<file path="src/rtl/hashmap_pkg.sv">
// Shared constants for the hash-table lookup path and its table writer.
// Default widths and the CRC-32 polynomial live here so both sides agree on the bucket layout.
package hashmap_pkg;

    localparam logic [31:0] CRC32_POLY          = 32'h04c11db7;
    localparam int          DEFAULT_KEY_WIDTH   = 32;
    localparam int          DEFAULT_VALUE_WIDTH = 32;
    localparam int          DEFAULT_ADDR_WIDTH  = 10;
    localparam int          DEFAULT_FIFO_DEPTH  = 4;

    // Bucket word is {valid, key, value}, valid in the MSB.
    function automatic int entry_width(input int key_w, input int value_w);
        return 1 + key_w + value_w;
    endfunction

endpackage

</file>
<file path="src/rtl/crc.sv">
// Combinational CRC: zero initial value, data consumed MSB first, no reflection, no final XOR.
// The result equals (data * x^POLY_SIZE) mod P, so single-bit keys map straight onto POLY.
module crc
    import hashmap_pkg::*;
#(
    parameter int                    POLY_SIZE  = 32,
    parameter logic [POLY_SIZE-1:0]  POLY       = CRC32_POLY,
    parameter int                    DATA_WIDTH = 32
) (
    input  logic [DATA_WIDTH-1:0] data_in,
    output logic [POLY_SIZE-1:0]  crc_out
);

    function automatic logic [POLY_SIZE-1:0] crc_calc(input logic [DATA_WIDTH-1:0] d);
        logic [POLY_SIZE-1:0] r;
        logic                 fb;
        r = '0;
        for (int i = DATA_WIDTH - 1; i >= 0; i--) begin
            fb = r[POLY_SIZE-1] ^ d[i];
            r  = r << 1;
            if (fb) begin
                r = r ^ POLY;
            end
        end
        return r;
    endfunction

    assign crc_out = crc_calc(data_in);

endmodule

</file>
<file path="src/rtl/hash_lookup_fifo.sv">
// Synchronous result FIFO with a registered show-ahead head, occupancy count and async reset.
// The head register holds the last popped word once the FIFO drains.
module hash_lookup_fifo #(
    parameter int WIDTH = 8,
    parameter int DEPTH = 4
) (
    input  logic                       clk,
    input  logic                       rst_n,
    input  logic                       push,
    input  logic [WIDTH-1:0]           wr_data,
    input  logic                       pop,
    output logic [WIDTH-1:0]           rd_data,
    output logic                       empty,
    output logic                       full,
    output logic [$clog2(DEPTH):0]     count
);

    localparam int PW = $clog2(DEPTH);
    localparam int CW = PW + 1;

    localparam logic [CW-1:0] CNT_ONE  = CW'(1);
    localparam logic [CW-1:0] CNT_FULL = CW'(DEPTH);

    logic [WIDTH-1:0] mem [DEPTH];
    logic [PW-1:0]    wr_ptr;
    logic [PW-1:0]    rd_ptr;
    logic [PW-1:0]    rd_next;
    logic             do_push;
    logic             do_pop;

    assign empty   = (count == '0);
    assign full    = (count == CNT_FULL);
    assign do_pop  = pop && !empty;
    assign do_push = push && (!full || do_pop);
    assign rd_next = rd_ptr + 1'b1;

    // NOTE: the storage array has no reset; only pointers, count and the head register do.
    always_ff @(posedge clk) begin
        if (do_push) begin
            mem[wr_ptr] <= wr_data;
        end
    end

    always_ff @(posedge clk or negedge rst_n) begin
        if (!rst_n) begin
            wr_ptr  <= '0;
            rd_ptr  <= '0;
            count   <= '0;
            rd_data <= '0;
        end else begin
            if (do_push) begin
                wr_ptr <= wr_ptr + 1'b1;
            end
            if (do_pop) begin
                rd_ptr <= rd_next;
            end

            case ({do_push, do_pop})
                2'b10:   count <= count + CNT_ONE;
                2'b01:   count <= count - CNT_ONE;
                default: count <= count;
            endcase

            // Head follows the next valid entry; a push into an (about to be) empty FIFO bypasses storage.
            if (do_push && (empty || (do_pop && count == CNT_ONE))) begin
                rd_data <= wr_data;
            end else if (do_pop && count > CNT_ONE) begin
                rd_data <= mem[rd_next];
            end
        end
    end

endmodule

</file>
<file path="src/rtl/hash_lookup.sv">
// Pipelined hash-table lookup: CRC the key, read one bucket from a 1-cycle sync RAM, compare,
// and queue {hit, value, key, hash} in a result FIFO guarded by a credit counter.
module hash_lookup
    import hashmap_pkg::*;
#(
    parameter int          KEY_WIDTH   = DEFAULT_KEY_WIDTH,
    parameter int          VALUE_WIDTH = DEFAULT_VALUE_WIDTH,
    parameter int          ADDR_WIDTH  = DEFAULT_ADDR_WIDTH,
    parameter logic [31:0] POLY        = CRC32_POLY,
    parameter int          FIFO_DEPTH  = DEFAULT_FIFO_DEPTH
) (
    input  logic                                 clk,
    input  logic                                 rst_n,
    input  logic                                 in_valid,
    output logic                                 in_ready,
    input  logic [KEY_WIDTH-1:0]                 in_key,
    output logic                                 mem_rd_en,
    output logic [ADDR_WIDTH-1:0]                mem_rd_addr,
    input  logic [1+KEY_WIDTH+VALUE_WIDTH-1:0]   mem_rd_data,
    output logic                                 out_valid,
    input  logic                                 out_ready,
    output logic                                 out_hit,
    output logic [VALUE_WIDTH-1:0]               out_value,
    output logic [KEY_WIDTH-1:0]                 out_key,
    output logic [ADDR_WIDTH-1:0]                out_hash
);

    localparam int EW = entry_width(KEY_WIDTH, VALUE_WIDTH);
    localparam int DW = 1 + VALUE_WIDTH + KEY_WIDTH + ADDR_WIDTH;
    localparam int CW = $clog2(FIFO_DEPTH) + 1;

    localparam logic [CW-1:0] CREDIT_ONE = CW'(1);
    localparam logic [CW-1:0] CREDIT_MAX = CW'(FIFO_DEPTH);

    logic [31:0]            crc_value;
    logic [ADDR_WIDTH-1:0]  hash;
    logic                   accept;
    logic                   pop;
    logic [CW-1:0]          credits;
    logic [CW-1:0]          credits_next;

    // Stage A registers double as the table read request.
    logic                   a_valid;
    logic [KEY_WIDTH-1:0]   a_key;
    logic [ADDR_WIDTH-1:0]  a_hash;

    // Stage B carries the request alongside the outstanding RAM read.
    logic                   b_valid;
    logic [KEY_WIDTH-1:0]   b_key;
    logic [ADDR_WIDTH-1:0]  b_hash;

    logic                   entry_valid;
    logic [KEY_WIDTH-1:0]   entry_key;
    logic [VALUE_WIDTH-1:0] entry_value;
    logic                   c_hit;
    logic [VALUE_WIDTH-1:0] c_value;

    logic [DW-1:0]          fifo_wr_data;
    logic [DW-1:0]          fifo_rd_data;
    logic                   fifo_empty;
    logic                   fifo_full;
    logic [CW-1:0]          fifo_count;
    logic                   unused_bits;

    crc #(
        .POLY_SIZE  (32),
        .POLY       (POLY),
        .DATA_WIDTH (KEY_WIDTH)
    ) u_crc (
        .data_in (in_key),
        .crc_out (crc_value)
    );

    assign hash   = crc_value[ADDR_WIDTH-1:0];
    assign accept = in_valid && in_ready;
    assign pop    = out_valid && out_ready;

    always_comb begin
        credits_next = credits;
        case ({accept, pop})
            2'b10:   credits_next = credits + CREDIT_ONE;
            2'b01:   credits_next = credits - CREDIT_ONE;
            default: credits_next = credits;
        endcase
    end

    // NOTE: in_ready is registered from credits_next, so it already reflects this cycle's accept/pop.
    always_ff @(posedge clk or negedge rst_n) begin
        if (!rst_n) begin
            credits  <= '0;
            in_ready <= 1'b0;
        end else begin
            credits  <= credits_next;
            in_ready <= (credits_next < CREDIT_MAX);
        end
    end

    always_ff @(posedge clk or negedge rst_n) begin
        if (!rst_n) begin
            a_valid <= 1'b0;
            a_key   <= '0;
            a_hash  <= '0;
            b_valid <= 1'b0;
            b_key   <= '0;
            b_hash  <= '0;
        end else begin
            a_valid <= accept;
            if (accept) begin
                a_key  <= in_key;
                a_hash <= hash;
            end
            b_valid <= a_valid;
            if (a_valid) begin
                b_key  <= a_key;
                b_hash <= a_hash;
            end
        end
    end

    assign mem_rd_en   = a_valid;
    assign mem_rd_addr = a_hash;

    assign entry_valid = mem_rd_data[EW-1];
    assign entry_key   = mem_rd_data[EW-2 -: KEY_WIDTH];
    assign entry_value = mem_rd_data[VALUE_WIDTH-1:0];

    assign c_hit        = entry_valid && (entry_key == b_key);
    assign c_value      = c_hit ? entry_value : '0;
    assign fifo_wr_data = {c_hit, c_value, b_key, b_hash};

    hash_lookup_fifo #(
        .WIDTH (DW),
        .DEPTH (FIFO_DEPTH)
    ) u_fifo (
        .clk     (clk),
        .rst_n   (rst_n),
        .push    (b_valid),
        .wr_data (fifo_wr_data),
        .pop     (out_ready),
        .rd_data (fifo_rd_data),
        .empty   (fifo_empty),
        .full    (fifo_full),
        .count   (fifo_count)
    );

    assign out_valid = !fifo_empty;
    assign {out_hit, out_value, out_key, out_hash} = fifo_rd_data;

    assign unused_bits = ^{crc_value, fifo_count, fifo_full};

endmodule

</file>
<file path="config.mk">
export PLATFORM = sky130hd
export DESIGN_NAME = hash_lookup
export DESIGN_NICKNAME = d
export VERILOG_FILES = /design/src/rtl/hashmap_pkg.sv /design/src/rtl/crc.sv /design/src/rtl/hash_lookup_fifo.sv /design/src/rtl/hash_lookup.sv
export SDC_FILE = /design/constraint.sdc
export NUM_CORES = 1
export LEC_CHECK = 0
export ABC_CLOCK_PERIOD_IN_PS = 7100
export CAP_MARGIN = 20
export CELL_PAD_IN_SITES_DETAIL_PLACEMENT = 1
export CELL_PAD_IN_SITES_GLOBAL_PLACEMENT = 1
export CORE_MARGIN = 1
export CORE_UTILIZATION = 30
export CTS_CLUSTER_DIAMETER = 80
export DETAILED_ROUTE_END_ITERATION = 7
export GPL_ROUTABILITY_DRIVEN = 1
export MAX_ROUTING_LAYER = met4
export PLACE_DENSITY = 0.59
export SLEW_MARGIN = 20
export SYNTH_ARGS = -nofsm -noshare
export SYNTH_HDL_FRONTEND = slang
export SYNTH_HIERARCHICAL = 1
export SYNTH_SLANG_ARGS = --single-unit
</file>
<file path="constraint.sdc">
create_clock -name clk -period 7.1 [get_ports clk]
set_clock_uncertainty 0.15 [all_clocks]
set_input_delay 1.42 -clock clk [delete_from_list [all_inputs] [get_ports clk]]
set_output_delay 1.42 -clock clk [all_outputs]
set_load 0.1 [all_outputs]
</file>
* Yosys cells after proc, flatten, opt, wreduce, memory -nomap -nowiden
Memory sizes are Yosys's and may differ from the RTL's. Index checks and enable logic that the tools add are counted. Widths: inputs -> output; s select.
Cells by class: equality and inequality tests 7, shift-type cells 0, reductions and logical operators 14, mux-type cells 39, div/mod/pow operators 0, $mul 0, add/subtract/negate cells 6, bitwise gates (word level) 62, order comparisons 2
Operators with widths (count):
- $mux 27 | 26
- $not 14->14 | 25
- $mux 75 | 2
- $eq 32x32->1 | 1
- $mux 32 | 1
- $xor 1x1->1 | 26
- $mux 9 | 2
- $not 7->7 | 2
- $mux 6 | 2
- $pmux 3 s2 | 2
- $not 5->5 | 2
- $mux 8 | 1
- $logic_and 1x1->1 | 7
- $add 3x1->3 const B | 2
- $not 6->6 | 1
- $sub 3x1->3 const B | 2
- $mux 5 | 1
- $xor 1x1->1 const A | 5
- $add 2x1->2 const B | 2
- $eq 2x1->1 const B | 2
- $eq 2x2->1 const B | 2
- $not 4->4 | 1
- $reduce_bool 2->1 | 2
- $eq 3x1->1 const B | 1
- 7 further kinds | 10
Word-level totals: memories kept 1, output and inout bits 88, bits of input ports 101, memory bits (writable) 300, register bits 172, bits in latches 0, word-level logic and storage cells 143, memory bits (read-only) 0
Memories:
- u_fifo.mem | words 4, bits a word 75, read ports 1, clocked after Yosys merged registers in 0, write ports 1, line hash_lookup_fifo.sv:24 | logic [WIDTH-1:0] mem [DEPTH];

* Longest topological paths before layout
depth in word-level cells 63, mapped depth 10, gate-level depth less buffers 10

* By module
The synthesis kept the hierarchy.
Modules (own cells, without submodules):
- hash_lookup_fifo | area an instance 14905.5 µm², times used 1, sequential area each 11060.6 µm², cells an instance 860
- hash_lookup | area an instance 4295.4 µm², times used 1, sequential area each 2252.2 µm², cells an instance 322
- crc | area an instance 3042.9 µm², times used 1, sequential area each 0.0 µm², cells an instance 252

* Worst setup path before layout
No wires, ideal clock.
path type input port to flip-flop, from input port in_key[28], to register a_hash[7], in the netlist mem_rd_addr[7], cell stages on the path 9, data arrival time 4.160 ns, library setup time 0.126 ns, buffers on the path 1, required time 6.824 ns, slack 2.664 ns, cells stage by stage buf_2 xnor3_1 xor2_2 xnor3_1 xnor2_4 xnor2_2 xnor2_2 xnor3_1 mux2_2
Between the ends: word-level cells in the longest chain between the ends 36, elaborated cells between the ends (all ways) 69, those cells by class mux: 29; bitwise: 40
RTL lines:
- start: declaration | line hash_lookup.sv:16 | input logic [KEY_WIDTH-1:0] in_key,
- $xor 1x1->1 * | line crc.sv:19 | fb = r[POLY_SIZE-1] ^ d[i];
- $mux 27 * | line crc.sv:21 | if (fb) begin
- $not 14->14 (no source line)
- $mux 27 | line crc.sv:21
- $mux 27 or $not 14->14 (tied branches) (2 in series)
- $mux 27 | line crc.sv:21
- $not 14->14 (no source line) or $mux 27 (tied branches)
- $mux 27 | line crc.sv:21
- (+20 left out)
- $not 5->5 (no source line) (tied with other cells)
- $mux 6 or $mux 27 (tied branches) | line crc.sv:21
- $not 6->6 (no source line) or $mux 27 (tied branches)
- $mux 8 or $not 14->14 (tied branches)
- $mux 9 or $mux 27 (tied branches) | line crc.sv:21
- $not 7->7 (no source line) or $xor 1x1->1 (tied branches)
- $mux 9 * | line crc.sv:21
- named net crc_value[7] | line hash_lookup.sv:35 | logic [31:0] crc_value;
- end signal: assignment | line hash_lookup.sv:110 | a_hash <= hash;
- end: declaration | line hash_lookup.sv:45 | logic [ADDR_WIDTH-1:0] a_hash;
Mark *: on every way through the listed nets, which the timed path passes. The rest lies on a longest branch. A chain may end at the register's enable or synchronous reset.

* Worst setup path in the final report
from input port mem_rd_data[42], to register u_fifo.rd_data[74]
Between the ends: word-level cells in the longest chain between the ends 3
RTL lines:
- start: declaration | line hash_lookup.sv:19 | input logic [1+KEY_WIDTH+VALUE_WIDTH-1:0] mem_rd_data,
- $eq 32x32->1 | line hash_lookup.sv:127 | assign c_hit = entry_valid && (entry_key == b_key);
- $logic_and 1x1->1 | line hash_lookup.sv:127
- named net c_hit | line hash_lookup.sv:55 | logic c_hit;
- $mux 75 | line hash_lookup_fifo.sv:65 | if (do_push && (empty || (do_pop && count == CNT_ONE))) begin
- end signal: assignment | line hash_lookup_fifo.sv:66 | rd_data <= wr_data;
- end signal: assignment | line hash_lookup_fifo.sv:68 | rd_data <= mem[rd_next];
- end: declaration | line hash_lookup_fifo.sv:12 | output logic [WIDTH-1:0] rd_data,
The timed path passes the listed nets, and every way through them passes these cells.

==> metrics <==
outcome=complete, no violations; max-slew violations=0; maximum operating frequency=215.8 MHz; wire length on met1=25760 um; fill cell count=6976; post-CTS setup-driven buffer insertion count=0; post-cts sizing count=0; layout cell share with drive strength beyond 1=22.64%; Comb pwr share=45.2%; number of top-level design ports=189; Syn Nets=1429; Arrival @ worst endpoint=5.00 ns; count of buffer and inverter cells on the critical path=1; CTS Sinks=472; area taken by flip-flops and latches=13320 sq um; via count of the first global-routing pass=13255; number of buffers between clock root and the deepest sink=3; wire length per cell after detailed routing=23.35 um; sw power=0.005870 W; switching fraction of total power=41.83%; destination of the worst register-to-register timing path=u_fifo/rd_data[74]$_DFFE_PN0P_; clock insertion delay at the later pin of the skew report=0.61 ns; TritonCTS clock tree=built; maximum number of pins on one net before global-route repair=138; Root Buffer Master=sky130_fd_sc_hd__clkbuf_16; Die Height=267.2 um; Pint=0.008163 W; DIE AREA=71400 sq um; Cell Area, Synth=21100 sq um; nature of the critical path startpoint=input port; number of iterations in the first detailed-routing pass=5; part of the total power dissipated in sequential elements=33.5%; smallest setup slack after layout=2.466 ns; number of remaining DRC errors=0; vias post-DR=11927; maximum cell stage delay along the critical path=0.95 ns; Setup TNS=0 ns; Reg clk slew, reported paths=0.06 ns; Layout area overhead=22.20%; sum of overflow across all layers after global routing=0; MaxCap Viol Count=0; routed wire length=57550 um; Final period util=65.27%; Worst-Margin Slew=1.133 ns; hold violation count in the final report=0; row count=96; TritonCTS buffer count=55; number of vias per cell after detailed routing=4.839; CP max-delay cell=sky130_fd_sc_hd__nor4_1; critical setup path kind=in2reg; net count reported at finish=1599; synthesis warning total=6; LEAKAGE=8.990 nW; count of cells along the worst hold path=1; RSZ-0062 raised after global routing=false; Antenna Nets Post-Route=0; count of input and output buffers=188; portion of total power attributed to the clock network=21.3%; weighted congestion at the end of routability-driven global placement=0.8388; area of the core region=69070 sq um; count of cells along the worst register-to-register path=6; area of the multi-input gates=7281 sq um; fin util=37.33%; maximum fanout encountered on the critical timing path=33; met2 WL post-DR=28520 um; Worst R2R Start=b_key[10]$_DFFE_PN0P_; Power per Cell Area=544.2 nW/um^2; detailed placement HPWL=35390 um; global-route usage over all layers=16.98%; number of H-tree branching levels=2; endpoint required time on the critical path=7.46 ns; min-delay worst type=reg2reg; die width=267.2 um; cells along the critical path=clkdlybuf4s50_1, xor2_1, nor4_1, nand4_4, nor4b_1, nand2_1, o211ai_1; global-route wire length before repair=87260 um; number of DRC markers in iteration 0=573; Max rail drop VDD=318.7 uV; met3 routed WL=2137 um; cell family with most CP delay=simple AND/OR/NAND/NOR gates; shortest period the worst path allows=4.634 ns; count of hold-fix buffers inserted at cts=0; critical path launch point=mem_rd_data[42]; number of antenna violations at the first check in global routing=1; Initial Util=30.55%; flop2flop setup slack=3.15 ns; top layer in use=met4; final setup violation count=0; relative slew slack=24.23%; worst setup slack before clock tree synthesis=1.925 ns; synthesized area per cell=16.02 sq um; Syn Inst Count=1317; sort of element at the end of the critical path=flip-flop
==> power by group through the flow <==
stage               clock [W]  combinational (W)  sequential [W]
floorplan                   0            0.00333         0.00614
global placement            0            0.00636         0.00474
detailed placement          0            0.00643         0.00479
CTS                   0.00307            0.00645         0.00474
global route          0.00318            0.00670         0.00484
finish                0.00300            0.00634         0.00470
==> registers in the layout, summed over array words and instances, names as in the netlist, named ones only <==
signal and cells:
b_hash 10, credits 2, u_fifo/mem 300, a_key 32, u_fifo/count 3, u_fifo/rd_data 75
mem_rd_en 1, mem_rd_addr 10, in_ready 1, b_key 32, b_valid 1, u_fifo/rd_ptr 2
u_fifo/wr_ptr 2
==> per-layer routing <==
metal / global-route usage [%] / up-vias
met1: 21.99 / 6339
met5: - / -
li1: - / 5253
met3: 2.565 / 85
met4: 4.132 / 0
met2: 27.93 / 250
==> worst max-delay path by stage <==
stage                                endpoint  slack [ns]  cells past startpoint
5_1_grt        u_fifo/rd_data[74]$_DFFE_PN0P_        2.38                      7
4_1_cts        u_fifo/rd_data[74]$_DFFE_PN0P_        2.59                      7
2_1_floorplan      mem_rd_addr[9]$_DFFE_PN0P_        2.89                      9
3_5_place_dp   u_fifo/rd_data[69]$_DFFE_PN0P_        1.93                      7
6_report       u_fifo/rd_data[74]$_DFFE_PN0P_        2.47                      7
3_3_place_gp       mem_rd_addr[9]$_DFFE_PN0P_        2.05                      9
==> through the flow <==
stage          total power (W)  instance area (sq um)  hold slack (ns)  cells
2_1_floorplan         0.009467                  21100           0.2859   1317
3_3_place_gp           0.01110                  23830           0.3024   2360
3_5_place_dp           0.01122                  23840           0.3028   2360
4_1_cts                0.01426                  25760           0.3144   2463
5_1_grt                0.01472                  25780           0.3396   2465
6_report               0.01403                  25780           0.3124   2465
==> final cells by class <==
class	count	area share, %
clock inverters	28	1.485
diodes	1	0.009705
multi-input cells	739	28.24
repair buffers	205	7.895
clock buffers	75	5.988
well taps	931	4.518
flip-flops and latches	472	51.66
inverters	14	0.2038
==> cell usage in the layout (no fill, tap or decap), types with 7 or more instances in the layout <==
cell type                         instances
sky130_fd_sc_hd__xnor2_2                 15
sky130_fd_sc_hd__o211ai_1                75
sky130_fd_sc_hd__clkdlybuf4s50_1        186
sky130_fd_sc_hd__dfrtp_1                169
sky130_fd_sc_hd__clkinv_2                 9
sky130_fd_sc_hd__nand2_1                187
sky130_fd_sc_hd__edfxtp_1               300
sky130_fd_sc_hd__xor2_2                   7
sky130_fd_sc_hd__clkbuf_1                13
sky130_fd_sc_hd__xnor2_1                 49
sky130_fd_sc_hd__xor2_1                  52
sky130_fd_sc_hd__nand3_1                 75
sky130_fd_sc_hd__ha_1                    10
sky130_fd_sc_hd__clkbuf_16               57
sky130_fd_sc_hd__nor4_2                  31
sky130_fd_sc_hd__xnor3_1                 17
sky130_fd_sc_hd__mux4_2                  75
sky130_fd_sc_hd__buf_4                   16
sky130_fd_sc_hd__inv_1                   14
sky130_fd_sc_hd__mux2_2                  84
sky130_fd_sc_hd__xnor2_4                 10
sky130_fd_sc_hd__bufinv_16                9
(Power assumes the default switching activity.)
